[config.mk]
export PLATFORM = sky130hd
export DESIGN_NAME = gray_add_sched
export DESIGN_NICKNAME = d
export VERILOG_FILES = /design/src/rtl/gray_add_pkg.sv /design/src/rtl/gray_rr_arb.sv /design/src/rtl/gray_add_sched.sv
export SDC_FILE = /design/constraint.sdc
export NUM_CORES = 1
export LEC_CHECK = 0
export ABC_AREA = 1
export ABC_CLOCK_PERIOD_IN_PS = 2000
export BUFFER_PORTS_ARGS = -buffer_cell sky130_fd_sc_hd__buf_2
export CAP_MARGIN = 15
export CORE_MARGIN = 2
export CORE_UTILIZATION = 50
export CTS_BUF_LIST = sky130_fd_sc_hd__clkbuf_16
export CTS_CLUSTER_DIAMETER = 120
export CTS_CLUSTER_SIZE = 20
export DETAILED_ROUTE_END_ITERATION = 7
export PLACE_DENSITY = 0.72
export REMOVE_ABC_BUFFERS = 1
export SLEW_MARGIN = 20
export SYNTH_ARGS = -nofsm -noshare
export SYNTH_HDL_FRONTEND = slang
export SYNTH_SLANG_ARGS = --single-unit
export TNS_END_PERCENT = 20
[constraint.sdc]
create_clock -name clk -period 2 [get_ports clk]
set_input_delay 0.4 -clock clk [delete_from_list [all_inputs] [get_ports clk]]
set_output_delay 0.4 -clock clk [all_outputs]
set_load 0.02 [all_outputs]
[src/rtl/gray_add_pkg.sv]
// Shared types and constants for the gray-code add scheduler.
package gray_add_pkg;

  localparam int GRAY_W = 4;

  typedef enum logic [1:0] {
    IDLE = 2'd0,
    CONV = 2'd1,
    ADD  = 2'd2,
    ENC  = 2'd3
  } state_t;

endpackage

[src/rtl/gray_rr_arb.sv]
// Two-requester arbiter for gray_add_sched.
// Default build: round-robin, last-served pointer resets to requester 1.
// GRAY_ADD_SCHED_FIXED_PRIO_EN: fixed priority, requester 0 wins, no pointer.
module gray_rr_arb (
  input  logic       clk,
  input  logic       rst,
  input  logic [1:0] req,
  input  logic       adv,
  output logic [1:0] gnt
);

`ifdef GRAY_ADD_SCHED_FIXED_PRIO_EN

  logic unused_rr;
  assign unused_rr = ^{clk, rst, adv};

  // Requester 0 always has precedence
  always_comb begin
    gnt = '0;
    if (req[0]) begin
      gnt = 2'b01;
    end else if (req[1]) begin
      gnt = 2'b10;
    end
  end

`else

  logic last_q;
  logic last_d;

  // Contention goes to the requester not served last; a lone request always wins
  always_comb begin
    gnt = '0;
    if (req == 2'b11) begin
      gnt = last_q ? 2'b01 : 2'b10;
    end else begin
      gnt = req;
    end
  end

  // Pointer follows the granted requester whenever a grant is taken
  always_comb begin
    last_d = last_q;
    if (adv && (gnt != 2'b00)) begin
      last_d = gnt[1];
    end
  end

  // Last-served pointer register
  always_ff @(posedge clk or posedge rst) begin
    if (rst) begin
      last_q <= 1'b1;
    end else begin
      last_q <= last_d;
    end
  end

`endif

endmodule

[src/rtl/gray_add_sched.sv]
// Gray-code adder shared by two requesters: grant, convert, add, encode.
// Arbitration mode is selected by GRAY_ADD_SCHED_FIXED_PRIO_EN (see gray_rr_arb).
module gray_add_sched
  import gray_add_pkg::*;
#(
  parameter int W = GRAY_W
) (
  input  logic         clk,
  input  logic         rst,
  input  logic [1:0]   req,
  input  logic [W-1:0] a0,
  input  logic [W-1:0] b0,
  input  logic [W-1:0] a1,
  input  logic [W-1:0] b1,
  output logic [1:0]   gnt,
  output logic         busy,
  output logic [1:0]   done,
  output logic [W:0]   result
);

  state_t       state_q, state_d;
  logic [W-1:0] ga_q, ga_d;
  logic [W-1:0] gb_q, gb_d;
  logic [W-1:0] ba_q, ba_d;
  logic [W-1:0] bb_q, bb_d;
  logic [W:0]   sum_q, sum_d;
  logic [W:0]   result_q, result_d;
  logic [1:0]   done_q, done_d;
  logic         id_q, id_d;
  logic         busy_q, busy_d;

  logic [1:0]   arb_req;
  logic [1:0]   arb_gnt;
  logic         arb_adv;

  function automatic logic [W-1:0] gray2bin(input logic [W-1:0] g);
    logic [W-1:0] b;
    b        = '0;
    b[W-1]   = g[W-1];
    for (int unsigned i = 1; i < W; i++) begin
      b[W-1-i] = b[W-i] ^ g[W-1-i];
    end
    return b;
  endfunction

  // Requests are only visible to the arbiter while idle and out of reset,
  // so gnt is zero in every other case and the pointer only moves on a real grant
  always_comb begin
    arb_req = ((state_q == IDLE) && !rst) ? req : 2'b00;
    arb_adv = |arb_gnt;
    gnt     = arb_gnt;
  end

  gray_rr_arb u_arb (
    .clk (clk),
    .rst (rst),
    .req (arb_req),
    .adv (arb_adv),
    .gnt (arb_gnt)
  );

  // Next-state and datapath: one pipeline step per state
  always_comb begin
    state_d  = state_q;
    ga_d     = ga_q;
    gb_d     = gb_q;
    ba_d     = ba_q;
    bb_d     = bb_q;
    sum_d    = sum_q;
    result_d = result_q;
    id_d     = id_q;
    done_d   = '0;
    case (state_q)
      IDLE: begin
        if (|arb_gnt) begin
          ga_d    = arb_gnt[1] ? a1 : a0;
          gb_d    = arb_gnt[1] ? b1 : b0;
          id_d    = arb_gnt[1];
          state_d = CONV;
        end
      end
      CONV: begin
        ba_d    = gray2bin(ga_q);
        bb_d    = gray2bin(gb_q);
        state_d = ADD;
      end
      ADD: begin
        sum_d   = {1'b0, ba_q} + {1'b0, bb_q};
        state_d = ENC;
      end
      ENC: begin
        result_d = sum_q ^ (sum_q >> 1);
        done_d   = id_q ? 2'b10 : 2'b01;
        state_d  = IDLE;
      end
      default: begin
        state_d = IDLE;
      end
    endcase
    busy_d = (state_d != IDLE);
  end

  // FSM and datapath registers; reset aborts any operation in flight
  always_ff @(posedge clk or posedge rst) begin
    if (rst) begin
      state_q  <= IDLE;
      ga_q     <= '0;
      gb_q     <= '0;
      ba_q     <= '0;
      bb_q     <= '0;
      sum_q    <= '0;
      result_q <= '0;
      done_q   <= '0;
      id_q     <= 1'b0;
      busy_q   <= 1'b0;
    end else begin
      state_q  <= state_d;
      ga_q     <= ga_d;
      gb_q     <= gb_d;
      ba_q     <= ba_d;
      bb_q     <= bb_d;
      sum_q    <= sum_d;
      result_q <= result_d;
      done_q   <= done_d;
      id_q     <= id_d;
      busy_q   <= busy_d;
    end
  end

  assign busy   = busy_q;
  assign done   = done_q;
  assign result = result_q;

endmodule

Word-level counts from Yosys, hierarchy flattened --
Index checks and enable logic that the tools add are counted.
Storage, ports and cells: output and inout bits 10, bits in registers 33, memories 0, logic and storage cells 40, memory bits (read-only) 0, RAM bits 0, bits of input ports 20, bits in latches 0
Cells by class: equal/unequal tests 4, shift operators 0, reduce and logical (&&, ||, !) cells 8, divide/modulo/power cells 0, multiply operators 0, bitwise gates (word level) 7, order comparisons 0, add/subtract/negate cells 1, muxes and demuxes 9
Operators with widths (count):
- 2-bit two-way mux | 6
- 4-bit two-way mux | 2
- 2-bit one-hot mux with 4 select lines | 1
- 2-bit equality test, second input constant | 3
- 1-bit XOR | 6
- 4-bit by 4-bit adder with 5-bit output | 1
- 5-bit by 4-bit XOR with 5-bit output | 1
- 2-bit nonzero test | 2
- 2-bit by 1-bit equality test with 1-bit output, second input constant | 1
- 1-bit logical AND | 2
- 2-bit logical NOT | 1
- 2-bit AND reduction | 1
- 2-bit OR reduction | 1
- 1-bit logical NOT | 1

Longest topological paths before layout --
depth after elaboration 9, mapped depth 10, mapped depth without buffers 8

Hierarchy --
Synthesis repeated with hierarchy kept, for this count alone.
Unflattened totals: cells, all modules 200, area total of the unflattened synthesis 1709.1 µm²
By module, submodules not included:
- gray_add_sched | area each 1644.1 µm², instances 1, cells each 191, seq. area each 800.8 µm²
- gray_rr_arb | area each 65.1 µm², instances 1, cells each 9, seq. area each 26.3 µm²

Worst setup path before layout --
Ideal clock, no wire load.
kind flip-flop to output port, from register state_q[0], to output port gnt[0], required time 1.600 ns, slack 0.292 ns, buffers on the path 1, arrival time 1.308 ns, stages on the path, launching flop included 8, cells stage by stage dfrtp_1 -> inv_1 -> ha_1 -> inv_2 -> nor2_4 -> buf_6 -> nand2_1 -> a21oi_1
On the way: word-level cells in the longest chain between the ends 5
RTL lines:
- from (decl) | RTL line gray_add_sched.sv:21 | state_t state_q, state_d;
- from (signal assigned) | RTL line gray_add_sched.sv:117 | state_q <= state_d;
- 2-bit logical NOT * | RTL line gray_add_sched.sv:49 | arb_req = ((state_q == IDLE) && !rst) ? req : 2'b00;
- 1-bit logical AND * | RTL line gray_add_sched.sv:49
- 2-bit two-way mux * | RTL line gray_add_sched.sv:49
- 2-bit equality test | RTL line gray_rr_arb.sv:35 | if (req == 2'b11) begin
- 2-bit two-way mux * | RTL line gray_rr_arb.sv:35
- to (decl) | RTL line gray_add_sched.sv:15 | output logic [1:0] gnt,
Mark *: on every way between the ends. The rest lies on a longest branch, timed or not.

Worst setup path in the final report --
Same ends and word-level chain as after synthesis.

==> reports/qor.yml <==
final_layout:
  syn2layout_area_growth_pct: 19.5
  drive_above_1_share: 0.203
  num_antenna_cells: 0
  final_core_util: 0.626
  fill_cells: 318
  layout.nets: 279
floorplan:
  coreArea_mm2: 0.00334
  placementRows: 21
  pin_count: 30
  fp.dieW_um: 63.1
  die_h_um: 63.1
  initial_core_util: 0.524
  die_area_mm2: 0.00398
placed_design:
  port-buffer-count: 29
  hpwl_mm: 2.31
  dp_slack_ns: 0.240
  gp_congestion: 0.766
drt:
  wire_per_inst_um: 10.0
  vias: 1364
  drt-total-wl_mm: 2.98
  ant_nets: 0
  vias_per_cell: 4.59
  drt_first_pass_iters: 4
  post-route-drc-count: 0
  drt_iter0_markers: 74
clock_network:
  clk_pin_slew_worst_paths_ns: 0.05
  clk_latency_ns: 0.27
  cts_root_buf: "clkbuf_16"
  cts_tree: "done"
  cts_made_buffers: 5
  htreeDepth: 2
  clock-sinks: 33
  clockBufferDepth: 2
worst_setup_path:
  r2r-start: "state_q[0]"
  cp.required_ns: 1.60
  cp-start-kind: "flop"
  startpoint: "state_q[0]"
  cp_max_fo: 3
  critPathCaptureType: "primary output"
  crit_type: "reg -> out"
  crit_arrival_ns: 1.48
global_routing:
  grt_pass1_wl_mm: 5.46
  track_usage: 0.179
  antenna_found_initial: 0
  grt_max_degree: 22
  overflow: 0
  grt_pass1_vias: 1282
yosys:
  ys_types: 21
  ys_ff_latch: 33
  synth.avg_cell_area_um2: 8.13
  synth_cells: 215
  synth_warnings: 0
  ys_seq_area_frac: 0.473
  netlist_area_mm2: 0.00175
timing:
  whs_ns: 0.188
  rsz0062_at_grt: "no"
  clock_skew_ns: 0.00185
  setup_viol: 0
  worst_slack_ns: 0.119
  clock.fmax_ghz: 0.532
  drv_slew: 0
  setup_tns_ns: 0
  final_period_minus_worst_setup_slack_ns: 1.88
  worst_pin_slew_ns: 0.514
  hold_violations: 0
  max_slew_margin: 0.657
  period_share: 0.940
min_path:
  worstHoldPathType: "in -> async"
power:
  power.leakage_nw: 1.19
  ir_worst_vdd_mv: 0.649
  power.density_mw_per_mm2: 1540
run_status:
  outcome: "finished, final reports clean"
run:
  max_cap_viol_count: 0
-- kinds of logic after synthesis --
kind of cell,share of synthesized area
AND/OR/NAND/NOR,0.263
buffers and inverters,0.119
flip-flops,0.473
AO/OA/AOI/OAI,0.0565
adder cells (fa/ha/maj),0.0687
XOR/XNOR,0.0200
-- cell usage after synthesis --
master    number  area [µm²]
buf_6          3        33.8
nand3_4        1        17.5
nand2_1       66         248
buf_2          1        5.00
inv_1         40         150
clkbuf_4       1        7.51
a21oi_1        3        15.0
xnor2_1        4        35.0
inv_2          1        3.75
ha_1           8         100
dfrtp_1       32         801
nand4_1       10        62.6
nor2_1         4        15.0
o21ai_2        1        8.76
o21ai_0       15        75.1
clkinv_1       2        7.51
fa_1           1        20.0
nand3_1       16        80.1
nand2_2        4        25.0
nor2_4         1        11.3
dfstp_2        1        26.3
-- final cells by class --
type / instances / area, µm² / area share
inverter: 43 / 161 / 0.0772
clock inverter: 3 / 12.5 / 0.00599
tap: 46 / 57.6 / 0.0275
sequential: 33 / 827 / 0.396
multi-input combinational: 134 / 716 / 0.343
clock buffer: 5 / 125 / 0.0599
timing repair buffer: 33 / 190 / 0.0910
-- per-layer routing --
layer	part of all wire	global-route usage	up-vias
met5	0	0	-
met4	0.020	0.0750	0
met3	0.055	0.0536	6
met2	0.49	0.311	34
met1	0.44	0.203	592
li1	-	-	732
-- cells in the final DEF, fill, tap and decap left out --
master | synthesis | final
inv_1 | 40 | 39
dfstp_2 | 1 | 1
nand4_1 | 10 | 10
xnor2_1 | 4 | 4
dfrtp_1 | 32 | 32
buf_4 | 0 | 4
clkinv_2 | 0 | 1
nor2_1 | 4 | 4
o21ai_2 | 1 | 1
ha_1 | 8 | 7
fa_1 | 1 | 1
clkbuf_16 | 0 | 5
o21ai_0 | 15 | 15
nand3_4 | 1 | 1
nand3_1 | 16 | 16
inv_2 | 1 | 3
clkinv_1 | 2 | 3
ha_2 | 0 | 1
buf_2 | 1 | 28
nand2_1 | 66 | 66
nor2_4 | 1 | 1
nand2_2 | 4 | 4
buf_12 | 0 | 1
a21oi_1 | 3 | 3
-- registers in the layout, summed over array words and instances (netlist names) --
register / flops
done: 2
id_q: 1
busy: 1
ga_q: 4
bb_q: 4
gb_q: 4
sum_q: 5
result: 5
u_arb.last_q: 1
state_q: 2
ba_q: 4
-- worst max-delay path: stages, from the launching register on --
cell,delay [ns]
dfrtp_1,0.40
inv_2,0.08
ha_2,0.19
inv_2,0.05
nor2_4,0.14
nand2_1,0.06
a21oi_1,0.12
buf_4,0.16
-- stage by stage --
stage	power (mW)	cell area, µm²	cells
2_1_floorplan	2.19	1700	210
3_3_place_gp	2.48	1940	288
3_5_place_dp	2.54	1940	288
4_1_cts	3.28	2080	297
5_1_grt	3.56	2090	297
6_report	3.23	2090	297
-- power breakdown --
group	internal (mW)	leakage (nW)	total [mW]	switching [mW]
Sequential	1.00	0.408	1.20	0.202
Clock	0.448	0.0687	0.699	0.250
Combinational	0.512	0.709	1.33	0.813
-- what timing repair did --
item                                    in CTS  in global routing
resized for setup                            0                  4
setup buffers                                1                  0
gates cloned                                 0                  0
endpoints found under the setup margin       1                 10
hold buffers                                 0                  0
pin swaps                                    1                  0
-- final timing paths --
| path | end | slack (ns) | cells past startpoint |
|---|---|---|---|
| worst max-delay path | gnt[0] | 0.12 | 7 |
| worst min-delay path | state_q[1] | 0.19 | 2 |
| worst max register to register | ga_q[1] | 0.39 | 9 |
| worst min register to register | result[4] | 0.47 | 2 |
| max in group asynchronous | sum_q[3] | 1.33 | 3 |
| min in group clk | gb_q[3] | 0.42 | 5 |
(Power assumes the default switching activity.)
